[src/rtl/nibble_serial_add_ctrl_if.sv]
// Operand/result handshake bundle for nibble_serial_add_ctrl.
//   master : operand producer / result consumer (drives operands, res_ready)
//   slave  : the nibble-serial controller (drives start_ready, results, busy)
// Signals:
//   start_valid/start_ready : operand handshake
//   a, b, cin, sub          : operands, carry-in (add only), subtract select
//   res_valid/res_ready     : result handshake
//   sum, cout, ovf          : result, MSB carry (sub: 1 = no borrow), signed overflow
//   busy                    : operation in flight or result pending
interface nibble_serial_add_ctrl_if #(
  parameter int WIDTH = 16
);
  logic             start_valid;
  logic             start_ready;
  logic [WIDTH-1:0] a;
  logic [WIDTH-1:0] b;
  logic             cin;
  logic             sub;
  logic             res_valid;
  logic             res_ready;
  logic [WIDTH-1:0] sum;
  logic             cout;
  logic             ovf;
  logic             busy;

  modport master (
    output start_valid, a, b, cin, sub, res_ready,
    input  start_ready, res_valid, sum, cout, ovf, busy
  );

  modport slave (
    input  start_valid, a, b, cin, sub, res_ready,
    output start_ready, res_valid, sum, cout, ovf, busy
  );
endinterface

[src/rtl/nibble_serial_add_ctrl.sv]
// Nibble-serial add/subtract controller. One shared 4-bit adder slice is
// stepped across WIDTH-bit operands, LSB nibble first, one nibble per clock,
// with the inter-nibble carry held in a register.
// Ports:
//   clk : rising-edge clock
//   rst : asynchronous active-high reset
//   bus : slave side of nibble_serial_add_ctrl_if (operand and result
//         valid/ready handshakes, result flags, busy)
// Accept at edge k -> res_valid high after edge k+NIB. Results hold until the
// next operation completes.
module nibble_serial_add_ctrl #(
  parameter int WIDTH = 16
) (
  input  logic                   clk,
  input  logic                   rst,
  nibble_serial_add_ctrl_if.slave bus
);
  localparam int NIB   = WIDTH / 4;
  localparam int IDX_W = (NIB > 1) ? $clog2(NIB) : 1;

  typedef enum logic [1:0] {
    IDLE = 2'd0,
    RUN  = 2'd1,
    DONE = 2'd2
  } state_t;

  state_t           state;
  logic [IDX_W-1:0] idx;
  logic             carry;
  logic [WIDTH-1:0] a_reg;
  logic [WIDTH-1:0] b_reg;
  logic [WIDTH-1:0] acc;
  logic [WIDTH-1:0] acc_next;
  logic [3:0]       a_nib;
  logic [3:0]       b_nib;
  logic [4:0]       nib_res;
  logic             last_nib;

  logic             start_ready_r;
  logic             res_valid_r;
  logic             busy_r;
  logic [WIDTH-1:0] sum_r;
  logic             cout_r;
  logic             ovf_r;

  // The shared 4-bit ripple slice: {carry_out, sum_nibble}.
  function automatic logic [4:0] bit4_full_add(input logic [3:0] x,
                                               input logic [3:0] y,
                                               input logic       c);
    return {1'b0, x} + {1'b0, y} + {4'b0000, c};
  endfunction

  always_comb begin
    a_nib    = a_reg[{idx, 2'b00} +: 4];
    b_nib    = b_reg[{idx, 2'b00} +: 4];
    nib_res  = bit4_full_add(a_nib, b_nib, carry);
    // Working copy of the result with the current nibble merged in; on the
    // last nibble this is the complete sum published to the outputs.
    acc_next = acc;
    acc_next[{idx, 2'b00} +: 4] = nib_res[3:0];
    last_nib = (idx == IDX_W'(NIB - 1));
  end

  always_ff @(posedge clk or posedge rst) begin
    if (rst) begin
      state         <= IDLE;
      idx           <= '0;
      carry         <= 1'b0;
      a_reg         <= '0;
      b_reg         <= '0;
      acc           <= '0;
      start_ready_r <= 1'b1;
      res_valid_r   <= 1'b0;
      busy_r        <= 1'b0;
      sum_r         <= '0;
      cout_r        <= 1'b0;
      ovf_r         <= 1'b0;
    end else begin
      unique case (state)
        IDLE: begin
          if (bus.start_valid) begin
            // Subtract is A + ~B + 1: invert B once here and seed the carry.
            a_reg         <= bus.a;
            b_reg         <= bus.sub ? ~bus.b : bus.b;
            carry         <= bus.sub ? 1'b1 : bus.cin;
            idx           <= '0;
            start_ready_r <= 1'b0;
            busy_r        <= 1'b1;
            state         <= RUN;
          end
        end
        RUN: begin
          acc   <= acc_next;
          carry <= nib_res[4];
          idx   <= idx + 1'b1;
          if (last_nib) begin
            sum_r       <= acc_next;
            cout_r      <= nib_res[4];
            ovf_r       <= (a_reg[WIDTH-1] == b_reg[WIDTH-1]) &&
                           (acc_next[WIDTH-1] != a_reg[WIDTH-1]);
            res_valid_r <= 1'b1;
            state       <= DONE;
          end
        end
        DONE: begin
          // No same-cycle handoff: start_ready rises only once back in IDLE.
          if (bus.res_ready) begin
            res_valid_r   <= 1'b0;
            busy_r        <= 1'b0;
            start_ready_r <= 1'b1;
            state         <= IDLE;
          end
        end
        default: begin
          state         <= IDLE;
          start_ready_r <= 1'b1;
          res_valid_r   <= 1'b0;
          busy_r        <= 1'b0;
        end
      endcase
    end
  end

  assign bus.start_ready = start_ready_r;
  assign bus.res_valid   = res_valid_r;
  assign bus.busy        = busy_r;
  assign bus.sum         = sum_r;
  assign bus.cout        = cout_r;
  assign bus.ovf         = ovf_r;
endmodule
[src/flat_wrapper.sv]
// flat-port wrapper written by rule: the top's interface ports become plain ports
module nibble_serial_add_ctrl_flat 
#(
  parameter int WIDTH = 16
)
  (clk, rst, bus_start_valid, bus_a, bus_b, bus_cin, bus_sub, bus_res_ready, bus_start_ready, bus_res_valid, bus_sum, bus_cout, bus_ovf, bus_busy);
  nibble_serial_add_ctrl_if #(.WIDTH(WIDTH)) bus_i ();
  input  logic clk;
  input  logic rst;
  input wire logic [$bits(bus_i.start_valid)-1:0] bus_start_valid;
  input wire logic [$bits(bus_i.a)-1:0] bus_a;
  input wire logic [$bits(bus_i.b)-1:0] bus_b;
  input wire logic [$bits(bus_i.cin)-1:0] bus_cin;
  input wire logic [$bits(bus_i.sub)-1:0] bus_sub;
  input wire logic [$bits(bus_i.res_ready)-1:0] bus_res_ready;
  output wire logic [$bits(bus_i.start_ready)-1:0] bus_start_ready;
  output wire logic [$bits(bus_i.res_valid)-1:0] bus_res_valid;
  output wire logic [$bits(bus_i.sum)-1:0] bus_sum;
  output wire logic [$bits(bus_i.cout)-1:0] bus_cout;
  output wire logic [$bits(bus_i.ovf)-1:0] bus_ovf;
  output wire logic [$bits(bus_i.busy)-1:0] bus_busy;
  assign bus_i.start_valid = bus_start_valid;
  assign bus_i.a = bus_a;
  assign bus_i.b = bus_b;
  assign bus_i.cin = bus_cin;
  assign bus_i.sub = bus_sub;
  assign bus_i.res_ready = bus_res_ready;
  assign bus_start_ready = bus_i.start_ready;
  assign bus_res_valid = bus_i.res_valid;
  assign bus_sum = bus_i.sum;
  assign bus_cout = bus_i.cout;
  assign bus_ovf = bus_i.ovf;
  assign bus_busy = bus_i.busy;
  nibble_serial_add_ctrl #(.WIDTH(WIDTH)) u_core (.clk(clk), .rst(rst), .bus(bus_i));
endmodule
[config.mk]
export PLATFORM = sky130hd
export DESIGN_NAME = nibble_serial_add_ctrl_flat
export DESIGN_NICKNAME = d
export VERILOG_FILES = /design/src/rtl/nibble_serial_add_ctrl_if.sv /design/src/rtl/nibble_serial_add_ctrl.sv /design/src/flat_wrapper.sv
export SDC_FILE = /design/constraint.sdc
export NUM_CORES = 1
export LEC_CHECK = 0
export BUFFER_PORTS_ARGS = -buffer_cell sky130_fd_sc_hd__buf_4
export CAP_MARGIN = 10
export CORE_MARGIN = 5
export CORE_UTILIZATION = 51
export CTS_CLUSTER_DIAMETER = 100
export DETAILED_ROUTE_END_ITERATION = 10
export PLACE_DENSITY = 0.76
export SLEW_MARGIN = 10
export SYNTH_ARGS = -nofsm -noshare
export SYNTH_HDL_FRONTEND = slang
export SYNTH_SLANG_ARGS = --single-unit
export TNS_END_PERCENT = 1
[constraint.sdc]
create_clock -name clk -period 2.9 [get_ports clk]
set_input_delay 0.435 -clock clk [delete_from_list [all_inputs] [get_ports clk]]
set_output_delay 0.435 -clock clk [all_outputs]
set_load 0.03 [all_outputs]
==> reports/qor.csv, run 1 <==
stage,metric,value,unit
cells_and_area,Final Core Density,62.9,%
synthesis,synth unique cells,46,
cells_and_area,Seq. cell area,1850,um^2
critical_path,"Slowest-stage cell, CP",mux4_2,
critical_path,critical path endpoint category,register,
clock_tree,Clock Path Buffers,2,
clock_tree,clk slew on worst S/H paths,80,ps
run,max_cap viols,0,
synthesis,Syn Inst Count,353,
power,power per cell area,1220,nW/um^2
grt,GRT overflow,0,
cells_and_area,final net count,456,
cells_and_area,share of cells above drive strength 1,22.6,%
cells_and_area,area occupied by multi-input gates,1580,um^2
sta,max-slew violation count,0,
synthesis,Post-Syn Area per Cell,10.2,um^2
synthesis,Async SR Flop Fraction,100,%
cells_and_area,ant diodes,0,
grt,total track usage,18.9,%
min_path,Hold WC Path Type,in2async,
floorplanning,# IOs,59,
grt,largest net degree at the start of global routing,51,
floorplanning,starting density of the core,52.5,%
critical_path,critical path class,reg2reg,
power,LEAKAGE,2.04,nW
clock_tree,Num CTS Buffers,9,
clock_tree,CTS H-tree lvls,3,
sta,RSZ-0062 raised after global routing,no,
clock_tree,later-pin clock latency in the skew report,340,ps
grt,initial antenna violation count,0,
synthesis,Syn. warnings,0,
detailed_routing,total vias in the final route,2672,
detailed_routing,Antenna Nets Post-Route,0,
detailed_routing,drc violations,0,
sta,Rel. slew slack,58.0,%
placed_design,buffers added on ports,58,
grt,first-pass GRT wire length,13.0,mm
critical_path,CP cell instances,mux4_2 > fa_1 > inv_1 > fa_1 > nor2_1 > a22o_1,
sta,setup TNS,0,ps
cells_and_area,fill count,590,
critical_path,"Req. time, crit path",3190,ps
synthesis,share of the yosys chip area belonging to registers,51.7,%
power,overall power,5.24,mW
synthesis,ys flop type,dfrtp_1,
floorplanning,die area,8810,um^2
cells_and_area,Area Growth Syn to Fin,19.8,%
sta,Max Fclk,372,MHz
sta,final cycle utilization of the critical path,92.7,%
detailed_routing,Vias/cell,5.26,
detailed_routing,Pre-Repair DR Iteration Count,4,
detailed_routing,WL final,7.74,mm
sta,setup violators final,0,
synthesis,synthesized cell area,3590,um^2
synthesis,Synth Register Bits,74,
synthesis,number of synthesized flops with an enable pin,0,
critical_path,crit-path max FO,7,
floorplanning,Vert. Die Dim,93.9,um
critical_path,CP startpoint kind,register,
outcome,outcome,finished clean,
sta,final hold violation count,0,
synthesis,Synth area leader,dfrtp_1,
placed_design,pre-CTS setup slack,188,ps
grt,number of global-route vias before repair,2709,
detailed_routing,Initial DRC Count,166,
clock_tree,CTS Hold Bufs,0,
sta,Tmin final,2690,ps
floorplanning,CORE AREA,6830,um^2
clock_tree,clk sink count,74,
sta,Layout Skew,8.93,ps
synthesis,post-synthesis net count,402,
detailed_routing,wire per inst,15.2,um
placed_design,HPWL Detailed,5.67,mm
clock_tree,CTS tree,built,
floorplanning,Cell Rows,30,
power,maximum VDD drop,0.520,mV
critical_path,crit-path most repeated cell,fa_1,
floorplanning,die width,93.9,um
sta,Worst-Margin Slew,629,ps
sta,setup slack after layout,210,ps
clock_tree,CTS Root Cell,clkbuf_8,
critical_path,Worst Path Arrival,2980,ps
placed_design,routability cong.,0.820,
critical_path,Slowest Stage Delay on Critical Path,580,ps
synthesis,top-area cell type share of the netlist area,50.9,%
synthesis,Synth area leaders,"dfrtp_1 (51%), nand2_1 (9.2%), mux4_2 (5.0%), xnor2_1 (4.2%), ha_1 (3.1%)",
clock_tree,PostCTS Resize Cnt,0,
clock_tree,setup bufs post-CTS,0,
[cells by family (layout without fill, tap and decap cells)]
logic type,count (synthesis),after routing,synth area share [%]
AOI/OAI and AO/OA,81,81,14.8
xor gates and xnor gates,17,17,4.15
adders and majority gates,11,11,4.26
buffers and inverters,38,97,4.33
DFF,74,74,51.7
muxes,9,9,5.34
and+or+nand+nor,123,123,15.5
[cells in the mapped netlist, drive strengths merged, types with 2 or more instances]
| master | n |
|---|---|
| mux4 | 8 |
| a221oi | 2 |
| inv | 16 |
| a21oi | 12 |
| a32o | 7 |
| nand3 | 3 |
| or3 | 2 |
| a2bb2oi | 2 |
| o21ai | 35 |
| clkbuf | 12 |
| buf | 10 |
| ha | 9 |
| dfrtp | 73 |
| nor2b | 5 |
| nand2b | 2 |
| o32a | 3 |
| nor2 | 10 |
| a22o | 8 |
| nor3 | 2 |
| nand2 | 88 |
| xnor2 | 17 |
| fa | 2 |
| o31ai | 2 |
| a21o | 2 |
| a22oi | 3 |
[power by group]
part | switching [mW] | total [mW] | internal (mW)
clock | 0.373 | 0.765 | 0.392
combinational | 1.60 | 2.69 | 1.09
sequential | 0.317 | 1.78 | 1.47
[cells in the final DEF, fill, tap and decap left out, types with 2 or more instances in the layout]
master | synthesis | layout
dfrtp_1 | 73 | 73
ha_1 | 9 | 9
nor3_1 | 2 | 2
o31ai_1 | 2 | 2
nand2_1 | 88 | 88
a21o_1 | 2 | 2
a221oi_1 | 2 | 2
o21ai_0 | 18 | 18
xnor2_1 | 17 | 17
a32o_1 | 7 | 7
inv_1 | 16 | 15
a22o_1 | 8 | 8
nand3_1 | 3 | 3
clkinv_2 | 0 | 4
nor2b_1 | 5 | 5
nor2_1 | 10 | 10
nand2b_1 | 2 | 2
buf_4 | 1 | 64
clkbuf_8 | 0 | 9
fa_1 | 2 | 2
or3_1 | 2 | 2
mux4_2 | 8 | 8
a21oi_1 | 12 | 12
a22oi_1 | 3 | 3
o21ai_1 | 17 | 17
a2bb2oi_1 | 2 | 2
o32a_1 | 3 | 3
[worst max-delay path: cells and delay by family, from the launching register on]
kind | cells | cell delay, ps
AO/OA/AOI/OAI | 1 | 190
adder cells (fa/ha/maj) | 2 | 940
buffers and inverters | 1 | 90
flip-flops | 1 | 560
multiplexers | 1 | 580
AND/OR/NAND/NOR | 1 | 290
[path summary, 6_finish.rpt]
path,to,start,slack [ps],depth (start not counted)
worst min register to register,u_core.a_reg[12],u_core.a_reg[12],480,2
max in group asynchronous,u_core.acc[4],rst,2070,3
worst max-delay path,u_core.acc[9],u_core.idx[0],210,6
min in group clk,u_core.a_reg[15],bus_a[15],280,3
worst max register to register,u_core.acc[9],u_core.idx[0],210,6
worst min-delay path,u_core.acc[15],rst,180,2
[per-layer routing]
| metal | part of all wire, % | vias to the layer above | global-route usage, % |
|---|---|---|---|
| li1 | - | 1316 | - |
| met5 | 0 | - | 0 |
| met2 | 47 | 84 | 29.8 |
| met4 | 1.3 | 0 | 5.78 |
| met1 | 46 | 1263 | 25.6 |
| met3 | 5.1 | 9 | 4.89 |
[metrics by stage]
step / cells / cell area, um^2 / hold WS, ps
after global routing: 508 / 4300 / 234
final: 508 / 4300 / 175
after floorplan: 353 / 3590 / 440
after CTS: 508 / 4300 / 191
after global placement: 492 / 4110 / 453
after detailed placement: 492 / 4110 / 459
[cell type report]
cell class / count / share of cell area [%]
clock buffer: 10 / 2.97
timing repair buffer: 65 / 11.6
clock inverter: 6 / 1.34
tap: 96 / 2.80
multi-input combinational: 241 / 36.7
inverter: 16 / 1.40
sequential: 74 / 43.1
No activity file was read; power rests on OpenSTA's default activity.
==> run 2: changes to the inputs <==
REMOVE_ABC_BUFFERS = 1   (was not set)
==> reports/qor.csv, run 2 (synthesis results as in run 1) <==
stage,metric,value,unit,change
detailed_routing,Initial DRC Count,155,,-6.6%
power,clock network power share,16.5,%,+1.9 points
cells_and_area,Area Growth Syn to Fin,21.0,%,
clock_tree,Num CTS Buffers,9,,unchanged
critical_path,"Req. time, crit path",3160,ps,-30 ps
power,Reg power frac,33.6,%,-0.4 points
detailed_routing,Vias/cell,5.37,,+2.0%
cells_and_area,fin cells,508,,unchanged
detailed_routing,total vias in the final route,2726,,+2.0%
cells_and_area,final net count,457,,+0.22%
critical_path,"Slowest-stage cell, CP",dfrtp_1,,
detailed_routing,Antenna Nets Post-Route,0,,unchanged
floorplanning,# IOs,59,,unchanged
detailed_routing,wire per inst,15.2,um,-0.17%
sta,setup TNS,0,ps,unchanged
sta,Max Fclk,388,MHz,+4.4%
clock_tree,clk sink count,74,,unchanged
min_path,Hold WC Path Type,in2async,,
detailed_routing,WL final,7.73,mm,-0.17%
clock_tree,setup bufs post-CTS,0,,unchanged
clock_tree,CTS H-tree lvls,3,,unchanged
detailed_routing,Pre-Repair DR Iteration Count,4,,unchanged
sta,Worst-Margin Slew,760,ps,+131 ps
placed_design,HPWL Detailed,5.68,mm,+0.22%
placed_design,routability cong.,0.890,,+8.5%
clock_tree,CTS Root Cell,clkbuf_8,,
floorplanning,starting density of the core,52.5,%,unchanged
critical_path,critical path endpoint category,register,,
critical_path,crit-path max FO,12,,+5
clock_tree,later-pin clock latency in the skew report,350,ps,about the same
power,power per cell area,1230,nW/um^2,+0.61%
floorplanning,Cell Rows,30,,unchanged
sta,Layout Skew,8.20,ps,-0.729 ps
power,Logic pwr share,49.8,%,-1.6 points
sta,RSZ-0062 raised after global routing,no,,
floorplanning,Vert. Die Dim,93.9,um,unchanged
detailed_routing,drc violations,0,,unchanged
floorplanning,CORE AREA,6830,um^2,unchanged
sta,setup violators final,0,,unchanged
placed_design,placed cell count,493,,+0.20%
grt,GRT overflow,0,,unchanged
critical_path,CP startpoint kind,register,,
critical_path,CP cell instances,mux4_2 > ha_1 > a21oi_1 > a211oi_1 > or3_1 > a41oi_1,,
grt,initial antenna violation count,0,,unchanged
placed_design,buffers added on ports,58,,unchanged
power,Sw Share,42.3,%,-1.4 points
grt,total track usage,19.3,%,+0.43 points
power,LEAKAGE,2.06,nW,+0.67%
grt,first-pass GRT wire length,13.4,mm,+3.1%
critical_path,Slowest Stage Delay on Critical Path,650,ps,+70 ps
run,max_cap viols,0,,unchanged
cells_and_area,"most common cell after layout, fill and taps aside",nand2_1,,
outcome,outcome,finished clean,,
clock_tree,CTS Hold Bufs,0,,unchanged
sta,Tmin final,2580,ps,-113 ps
cells_and_area,most frequent cells in the layout,"nand2_1 (88), dfrtp_1 (72), buf_4 (65), o21ai_0 (18)",,
grt,largest net degree at the start of global routing,41,,-20%
floorplanning,die width,93.9,um,unchanged
critical_path,R2R cell count,6,,unchanged
critical_path,critical path class,reg2reg,,
sta,max-slew violation count,0,,unchanged
critical_path,Worst Path Arrival,2840,ps,-140 ps
power,sw power,2.25,mW,-1.6%
grt,number of global-route vias before repair,2808,,+3.7%
power,maximum VDD drop,0.497,mV,-4.4%
power,cell internal pwr,3.07,mW,+4.0%
clock_tree,Clock Path Buffers,2,,unchanged
cells_and_area,ant diodes,0,,unchanged
sta,final cycle utilization of the critical path,88.9,%,-3.9 points
floorplanning,die area,8810,um^2,unchanged
sta,final hold violation count,0,,unchanged
clock_tree,CTS tree,built,,
cells_and_area,share of cells above drive strength 1,22.8,%,+0.24 points
sta,Rel. slew slack,49.2,%,-8.8 points
clock_tree,clk slew on worst S/H paths,80,ps,about the same
==> run 2: changes by cell type in the layout (fill, tap and decap cells not counted) <==
cell,change
dfrtp_1,-1
buf_4,+1
bufinv_16,+1
clkinv_4,+1
clkinv_2,-4
dfrtp_2,+1
clkbuf_8,+1
==> run 2: power groups by stage <==
stage | clock [mW] | sequential [mW] | combinational [mW]
detailed placement | 0 | 1.80 | 2.66
global route | 0.944 | 1.85 | 2.97
finish | 0.881 | 1.79 | 2.65
CTS | 0.893 | 1.79 | 2.66
floorplan | 0 | 1.95 | 1.67
global placement | 0 | 1.78 | 2.58
==> run 2: area by class of cell <==
type | count | area [um^2]
Clock buffer | 11 | 141
Sequential cell | 74 | 1850
Tap cell | 96 | 120
Multi-Input combinational cell | 241 | 1580
Timing Repair Buffer | 66 | 508
Inverter | 16 | 60.1
Fill cell | 570 | 2490
Clock inverter | 4 | 76.3
==> run 2: path summary, 6_finish.rpt <==
path / start / endpoint / slack [ps]
max: u_core.idx[1] / u_core.bus.ovf / 320
min: rst / u_core.bus.busy / 220
max reg2reg: u_core.idx[1] / u_core.bus.ovf / 320
min reg2reg: u_core.a_reg[4] / u_core.a_reg[4] / 480
max in group asynchronous: rst / u_core.idx[0] / 2000
min in group clk: bus_a[2] / u_core.a_reg[2] / 270
==> run 2: routing by layer <==
metal  vias up  global-route usage, %  part of all wire [%]
met5         -                      0                     0
met4         0                   7.22                  0.69
met3         8                   4.17                   5.3
met2        74                   30.8                    49
met1      1323                   25.9                    45
li1       1321                      -                     -
==> run 2: stage by stage <==
step                      area (um^2)  setup WS (ps)  util, %  hold slack [ps]  power (mW)
final                            4340            323     63.5              217        5.33
after detailed placement         4120            190     60.3              463        4.46
after floorplan                  3490            195        -              440        3.62
after global placement           4120            268     60.3              458        4.36
after CTS                        4340            182     63.5              251        5.35
after global routing             4340           79.4     63.5              267        5.76
==> run 2: worst max-delay path: cells and delay by family (launching register included) <==
family	cells	cell delay, ps
AO/OA/AOI/OAI	3	700
flip-flops	1	650
AND/OR/NAND/NOR	1	380
multiplexers	1	390
adder cells (fa/ha/maj)	1	370
==> run 2: timing repair <==
| action | CTS | global route |
|---|---|---|
| setup endpoints to repair | 0 | 1 |
| resized for setup | 0 | 1 |
| endpoints found under the hold margin | 0 | 0 |
==> run 3: changes to the inputs <==
CORE_ASPECT_RATIO = 0.8   (was not set)
MAX_ROUTING_LAYER = met4   (was not set)
==> reports/qor.csv, run 3 (synthesis results as in run 1) <==
stage,metric,value,unit,change
sta,RSZ-0062 raised after global routing,no,,
grt,number of global-route vias before repair,2727,,-2.9%
power,LEAKAGE,2.06,nW,about the same
floorplanning,Vert. Die Dim,85,um,-9.4%
placed_design,buffers added on ports,58,,unchanged
critical_path,critical path endpoint category,register,,
cells_and_area,Area Growth Syn to Fin,20.2,%,
outcome,outcome,finished clean,,
sta,Layout Skew,11.8,ps,+3.61 ps
sta,setup TNS,0,ps,unchanged
cells_and_area,ant diodes,0,,unchanged
sta,Rel. slew slack,49.4,%,+0.19 points
clock_tree,PostCTS Resize Cnt,0,,unchanged
power,power per cell area,1230,nW/um^2,+0.36%
critical_path,Worst Path Arrival,2950,ps,+110 ps
detailed_routing,Pre-Repair DR Iteration Count,4,,unchanged
sta,Tmin final,2660,ps,+83.5 ps
grt,initial antenna violation count,0,,unchanged
grt,first-pass GRT wire length,13.6,mm,+1.8%
clock_tree,clk sink count,74,,unchanged
cells_and_area,"most common cell after layout, fill and taps aside",nand2_1,,
critical_path,crit-path max FO,6,,-6
floorplanning,starting density of the core,52.3,%,-0.20 points
floorplanning,die width,104,um,+11%
clock_tree,later-pin clock latency in the skew report,360,ps,about the same
clock_tree,CTS Root Cell,clkbuf_8,,
min_path,Hold WC Path Type,in2async,,
floorplanning,Cell Rows,27,,-10%
placed_design,placed cell count,484,,-1.8%
sta,final hold violation count,0,,unchanged
run,max_cap viols,0,,unchanged
critical_path,CP startpoint kind,register,,
detailed_routing,drc violations,0,,unchanged
power,maximum VDD drop,0.656,mV,+32%
clock_tree,Clock Path Buffers,2,,unchanged
clock_tree,CTS tree,built,,
cells_and_area,share of cells above drive strength 1,23.0,%,+0.19 points
grt,total track usage,19.6,%,+0.29 points
clock_tree,CTS H-tree lvls,3,,unchanged
detailed_routing,total vias in the final route,2703,,-0.84%
sta,Max Fclk,376,MHz,-3.1%
sta,setup violators final,0,,unchanged
detailed_routing,Initial DRC Count,161,,+3.9%
clock_tree,setup bufs post-CTS,0,,unchanged
critical_path,"Req. time, crit path",3190,ps,+30 ps
floorplanning,# IOs,59,,unchanged
clock_tree,clk slew on worst S/H paths,80,ps,about the same
sta,Worst-Margin Slew,758,ps,-2.88 ps
clock_tree,Num CTS Buffers,9,,unchanged
detailed_routing,Vias/cell,5.41,,+0.74%
placed_design,routability cong.,0.883,,-0.80%
detailed_routing,Antenna Nets Post-Route,0,,unchanged
sta,final cycle utilization of the critical path,91.7,%,+2.9 points
placed_design,HPWL Detailed,5.72,mm,+0.64%
detailed_routing,wire per inst,15.6,um,+2.9%
cells_and_area,final net count,457,,unchanged
sta,max-slew violation count,0,,unchanged
floorplanning,CORE AREA,6860,um^2,+0.38%
cells_and_area,most frequent cells in the layout,"nand2_1 (88), dfrtp_1 (73), buf_4 (65), o21ai_0 (18)",,
grt,GRT overflow,0,,unchanged
detailed_routing,WL final,7.82,mm,+1.3%
floorplanning,die area,8820,um^2,+0.12%
grt,largest net degree at the start of global routing,51,,+24%
clock_tree,CTS Hold Bufs,0,,unchanged
critical_path,critical path class,reg2reg,,
cells_and_area,fin cells,500,,-1.6%
[run 3: cell types whose count changed in the layout (fill, tap and decap cells not counted)]
cell	delta
dfrtp_2	-1
clkinv_2	+3
clkbuf_8	+1
clkbuf_1	-1
dfrtp_1	+1
bufinv_16	-1
clkinv_4	-1
[run 3: final cells by class]
type	count	area (um^2)
clock buffer	11	151
clock inverter	5	52.6
fill	589	2550
inverter	16	60.1
multi-input combinational	241	1580
sequential	74	1850
tap	87	109
timing repair buffer	66	508
[run 3: path summary, 6_finish.rpt]
path	end	depth (start not counted)	slack (ps)	from
worst min-delay path	u_core.bus.res_valid	2	210	rst
worst min register to register	u_core.a_reg[6]	2	480	u_core.a_reg[6]
max in group asynchronous	u_core.bus.start_ready	3	1980	rst
worst max register to register	u_core.acc[9]	6	240	u_core.idx[0]
min in group clk	u_core.a_reg[7]	3	260	bus_a[7]
worst max-delay path	u_core.acc[9]	6	240	u_core.idx[0]
[run 3: through the flow]
step / instance area (um^2) / utilization (%) / hold WS (ps) / setup slack [ps] / power [mW]
final: 4310 / 62.9 / 211 / 240 / 5.31
after global routing: 4310 / 62.9 / 265 / 23.1 / 5.72
after CTS: 4310 / 62.9 / 220 / 206 / 5.33
after detailed placement: 4110 / 59.9 / 460 / 226 / 4.50
after global placement: 4110 / 59.9 / 459 / 337 / 4.40
after floorplan: 3490 / - / 440 / 195 / 3.62
[run 3: worst max-delay path: stages, from the launching register on]
cell	delay (ps)
dfrtp_1	530
mux4_2	570
fa_1	430
inv_1	80
fa_1	510
nor2_1	290
a22o_1	200
[run 3: routing by layer]
layer	vias up	global-route usage [%]	wire length, um
li1	1322	-	-
met1	1276	27.2	3560
met2	93	28.0	3590
met3	12	5.48	582
met4	0	6.35	93
met5	-	-	0
[run 3: where the power goes]
group          internal (mW)  total (mW)  switching [mW]
Sequential              1.47        1.77           0.303
Clock                  0.439       0.814           0.374
Combinational           1.10        2.73            1.62
